$ cat config.mk
export PLATFORM = sky130hd
export DESIGN_NAME = serial_adder
export DESIGN_NICKNAME = d
export VERILOG_FILES = /design/src/rtl/serial_adder_pkg.sv /design/src/rtl/digit_adder.sv /design/src/rtl/serial_adder.sv
export SDC_FILE = /design/constraint.sdc
export NUM_CORES = 1
export LEC_CHECK = 0
export ABC_AREA = 1
export CELL_PAD_IN_SITES_DETAIL_PLACEMENT = 1
export CELL_PAD_IN_SITES_GLOBAL_PLACEMENT = 2
export CORE_ASPECT_RATIO = 1.4
export CORE_MARGIN = 2
export CORE_UTILIZATION = 30
export DETAILED_ROUTE_END_ITERATION = 7
export GPL_TIMING_DRIVEN = 0
export PLACE_DENSITY = 0.8
export RECOVER_POWER = 100
export SLEW_MARGIN = 20
export SYNTH_ARGS = -nofsm -noshare
export SYNTH_HDL_FRONTEND = slang
export SYNTH_SLANG_ARGS = --single-unit
$ cat constraint.sdc
create_clock -name clk -period 1.7 [get_ports clk]
set_clock_uncertainty 0.1 [all_clocks]
set_input_delay 0.255 -clock clk [delete_from_list [all_inputs] [get_ports clk]]
set_output_delay 0.255 -clock clk [all_outputs]
set_load 0.03 [all_outputs]
$ cat src/rtl/serial_adder_pkg.sv
// rtl/serial_adder_pkg.sv - shared types and constants for the serial adder
package serial_adder_pkg;

  // Controller states
  typedef enum logic {
    IDLE = 1'b0,
    RUN  = 1'b1
  } state_t;

  localparam int DEFAULT_WIDTH = 8;
  localparam int DEFAULT_DIGIT = 1;

  // Digit counter width: clog2(N), never narrower than one bit
  function automatic int cnt_width(input int n);
    return (n <= 1) ? 1 : $clog2(n);
  endfunction

  localparam int DEFAULT_CNT_W = cnt_width(DEFAULT_WIDTH / DEFAULT_DIGIT);

endpackage

$ cat src/rtl/digit_adder.sv
// rtl/digit_adder.sv - DIGIT-bit ripple adder built from half-adder pairs
module digit_adder
  import serial_adder_pkg::*;
#(
  parameter int DIGIT = DEFAULT_DIGIT
) (
  input  logic [DIGIT-1:0] x,
  input  logic [DIGIT-1:0] y,
  input  logic             ci,
  output logic [DIGIT-1:0] sum,
  output logic             co,
  output logic             cmsb
);

  logic [DIGIT:0] carry;

  assign carry[0] = ci;

  // Each full adder: first half adder on x/y, second on the partial sum and carry-in
  for (genvar i = 0; i < DIGIT; i++) begin : g_fa
    logic p, g1, g2;
    assign p          = x[i] ^ y[i];
    assign g1         = x[i] & y[i];
    assign sum[i]     = p ^ carry[i];
    assign g2         = p & carry[i];
    assign carry[i+1] = g1 | g2;
  end

  assign co   = carry[DIGIT];
  // Carry into the top bit of the digit; only meaningful for the last digit
  assign cmsb = carry[DIGIT-1];

endmodule

$ cat src/rtl/serial_adder.sv
// rtl/serial_adder.sv - multi-cycle digit-serial adder/subtractor
module serial_adder
  import serial_adder_pkg::*;
#(
  parameter int WIDTH = DEFAULT_WIDTH,
  parameter int DIGIT = DEFAULT_DIGIT
) (
  input  logic             clk,
  input  logic             rst_n,
  input  logic             start,
  input  logic             sub,
  input  logic             cin,
  input  logic [WIDTH-1:0] a,
  input  logic [WIDTH-1:0] b,
  output logic             ready,
  output logic             done,
  output logic [WIDTH-1:0] s,
  output logic             c,
  output logic             ovf
);

  localparam int N  = WIDTH / DIGIT;
  localparam int CW = cnt_width(N);

  state_t          state, state_nx;
  logic [CW-1:0]   cnt;
  logic [WIDTH-1:0] a_sh, b_sh, r_sh, r_nx;
  logic            cy;
  logic            load, step, last;
  logic [DIGIT-1:0] dsum;
  logic            dco, dcmsb;

  assign last = (cnt == CW'(N - 1));

  // Single shared digit adder works on the low digit of the operand shifters
  digit_adder #(.DIGIT(DIGIT)) u_digit (
    .x    (a_sh[DIGIT-1:0]),
    .y    (b_sh[DIGIT-1:0]),
    .ci   (cy),
    .sum  (dsum),
    .co   (dco),
    .cmsb (dcmsb)
  );

  // Result shifter: new sum digit enters at the top, LSB digit ends up at bit 0
  always_comb begin
    r_nx = r_sh >> DIGIT;
    r_nx[WIDTH-1 -: DIGIT] = dsum;
  end

  // State register
  always_ff @(posedge clk or negedge rst_n) begin
    if (!rst_n) state <= IDLE;
    else        state <= state_nx;
  end

  // Next-state and control decode
  always_comb begin
    state_nx = state;
    ready    = 1'b0;
    load     = 1'b0;
    step     = 1'b0;
    case (state)
      IDLE: begin
        ready = 1'b1;
        if (start) begin
          load     = 1'b1;
          state_nx = RUN;
        end
      end
      RUN: begin
        step = 1'b1;
        if (last) state_nx = IDLE;
      end
      default: state_nx = IDLE;
    endcase
  end

  // Operand/carry/result shifters and digit counter
  always_ff @(posedge clk or negedge rst_n) begin
    if (!rst_n) begin
      a_sh <= '0;
      b_sh <= '0;
      r_sh <= '0;
      cy   <= 1'b0;
      cnt  <= '0;
    end else if (load) begin
      a_sh <= a;
      b_sh <= sub ? ~b : b;
      cy   <= sub ? 1'b1 : cin;
      r_sh <= '0;
      cnt  <= '0;
    end else if (step) begin
      a_sh <= a_sh >> DIGIT;
      b_sh <= b_sh >> DIGIT;
      r_sh <= r_nx;
      cy   <= dco;
      cnt  <= cnt + CW'(1);
    end
  end

  // Output registers, updated only on the final digit
  always_ff @(posedge clk or negedge rst_n) begin
    if (!rst_n) begin
      s    <= '0;
      c    <= 1'b0;
      ovf  <= 1'b0;
      done <= 1'b0;
    end else begin
      done <= step & last;
      if (step && last) begin
        s   <= r_nx;
        c   <= dco;
        ovf <= dcmsb ^ dco;
      end
    end
  end

endmodule

==> out/qor.yml <==
fin_cells: 320
r2r_cells: 5
cts_root_buffer: "clkbuf_8"
drive_above_1_share_pct: 8.33
synth_top_area_share_pct: 56.1
p_switching_mw: 1.36
clk_transition_reported_paths_ps: 70
cp_num_buf_inv: 1
endpoint_kind: "output port"
drtIter0Drc: 55
insertion_delay_ps: 290
htree_num_levels: 2
worstHoldStart: "sub"
ys_warn_count: 0
timing_worst_setup_path_type: "register to output port"
period_share_pct: 98.0
regToRegSetupSlack_ps: 150
grt_max_degree: 22
drv_cap: 0
ant_nets: 0
crit-reg2reg-launch: "state"
power_frac_seq_pct: 41.2
busiest_layer: "met2"
yosys.area_share.simple_pct: 24.5
synth_common_cells: "92 x nand2_1, 39 x dfrtp_1, 27 x inv_1"
finalWeightedCongestion: 0.688
grt_pass1_vias: 1438
synthTopCellsByArea: "dfrtp_1 56%, nand2_1 20%, inv_1 5.8%"
seq_area_frac_synth_pct: 56.1
timing.rr.end: "a_sh[4]"
finalWirelength_um: 3770
crit_slowest_cell: "clkdlybuf4s50_1"
timing.final.crit_period_ps: 1670
antenna_found_initial: 0
drc: 0
critPathMaxFanout: 2
grt_overflow_total: 0
diodes: 0
wl_per_cell_um: 11.8
io_pins: 33
synth_top_family_by_area: "simple AND/OR/NAND/NOR gates"
clockBufferDepth: 2
cts_made_buffers: 5
p_leak_nw: 1.17
met2_usage_pct: 23.5
p_clk_share_pct: 22.4
dieWidth_um: 68.4
final-hold-violation-count: 0
die_h_um: 94.1
setup_viol: 0
ys_ff_latch: 39
synth-async-reset-ratio_pct: 100
ys_types: 19
first_pass_iters: 4
worstMarginPinSlew_ps: 543
num-nets-final: 275
gr-usage-met1_pct: 14.9
grt_setup_unrepaired: "no"
p_comb_share_pct: 36.4
dieArea_um2: 6430
relSlewSlack_pct: 63.8
synthAdderAreaFrac_pct: 2.59
synth_edf_count: 0
path_cells: "clkdlybuf4s50_1"
gr-usage-met3_pct: 3.00
final_util_pct: 39.5
power_density_nw_per_um2: 1630
grt_usage_pct: 13.5
muxShareOfSynthArea_pct: 0
finalMaxSlewViolations: 0
status: "completed"
synth_top_cell_by_area: "dfrtp_1"
syn_area_per_cell_um2: 8.24
ir_worst_vdd_mv: 0.440
dp.cells: 311
start_util_pct: 31.2
fmax_mhz: 600
dr_total_vias: 1434
synth.most_common_cell: "nand2_1"
worstHoldPathType: "input pin to register"
intPower_mw: 2.22
post_cts_buffers: 0
crit_path_start_kind: "register"
synth_area_um2: 1740
synth-compound-area-share_pct: 7.41
netSwitchingFraction_pct: 38.1
synth_xor_xnor_area_share_pct: 0
cts_sinks: 39
synth_fp_nets: 235
syn_inst: 211
cp_data_arrival_time_ps: 1310
avgViaCountPerCell: 4.48
total_power_mw: 3.58
core_um2: 5570
grt_pass1_wl_um: 6400
ys.flop_type: "dfrtp_1"
dp_hpwl_um: 2830
rows: 32
hold_depth: 4
crit_family: "buffers and inverters"
area_growth_pct: 26.4
min_to: "b_sh[7]"
io_buffers: 31
tritoncts: "built"
cpPeakStageDelay_ps: 670
cp.required_ps: 1340
[power by group through the flow]
stage,sequential [mW],clock (mW),combinational [mW]
2_1_floorplan,1.67,0,0.747
3_3_place_gp,1.48,0,1.41
3_5_place_dp,1.50,0,1.47
4_1_cts,1.48,0.826,1.47
5_1_grt,1.52,0.853,1.52
6_report,1.48,0.803,1.30
[flip-flops by register name (all words and copies together) (netlist names)]
register	flops
done	1
c	1
cnt	3
cy	1
a_sh	8
s	8
r_sh	7
b_sh	8
state	1
ovf	1
[area by class of cell]
class                   instances  area [um^2]
multi-input cells             134          598
plain buffers                   8         41.3
clock inverters                 2         35.0
fillers                       701         3370
flip-flops and latches         39          976
inverters                      30          115
clock buffers                   6         82.6
repair buffers                 33          265
well taps                      68         85.1
[worst reg2reg max path: stages, from the launching register on]
cell and delay, ps:
dfrtp_1 430, buf_4 200, nor2_1 160, clkbuf_1 400, nand2_1 100, nand3_1 100
[timing repair]
item | CTS | global route
endpoints found under the hold margin | 18 | 0
gates cloned | 0 | 0
resized for setup | 5 | 12
pin swaps | 0 | 0
hold buffers | 1 | 0
setup endpoints to repair | 1 | 14
[per-layer routing]
| metal | share of wire (%) | vias up |
|---|---|---|
| li1 | - | 722 |
| met1 | 42 | 677 |
| met2 | 52 | 28 |
| met3 | 4.0 | 7 |
| met4 | 2.3 | 0 |
| met5 | 0 | - |
[cells by family (layout without fill, tap and decap cells)]
| logic type | Yosys count | after routing |
|---|---|---|
| buf+inv | 38 | 79 |
| simple gates | 107 | 107 |
| fa+ha+maj | 3 | 3 |
| compound gates | 24 | 24 |
| flops | 39 | 39 |
[cells in the final DEF (no fill, tap or decap), types with 2 or more instances in the layout]
cell and instances:
clkbuf_8 6, clkdlybuf4s50_1 21, o22ai_1 7, nand2_1 92, o21ai_0 10, a21oi_1 7, clkbuf_2 7, nor2_1 2
clkbuf_1 9, inv_1 27, nand3_1 12, buf_2 2, ha_1 2, dfrtp_1 39
[worst max-delay path by stage]
| stage | from | end | slack, ps | cells past startpoint |
|---|---|---|---|---|
| after CTS | state | ready | 2 | 3 |
| after detailed placement | state | ready | -130 | 3 |
| after global routing | s[7] | s[7] | 2 | 1 |
| after global placement | rst_n | a_sh[4] | -720 | 1 |
| after floorplan | cnt[0] | ovf | 350 | 7 |
| final | s[0] | s[0] | 30 | 1 |
[metrics by stage]
stage	setup TNS [ps]	hold slack, ps	area, um^2	worst slack, ps
2_1_floorplan	0	-141	1740	354
3_3_place_gp	-28100	358	2130	-719
3_5_place_dp	-132	141	2160	-132
4_1_cts	0	256	2280	1.92
5_1_grt	0	311	2200	1.61
6_report	0	252	2200	33.8
Note: power is estimated with default switching activity, not from simulation.
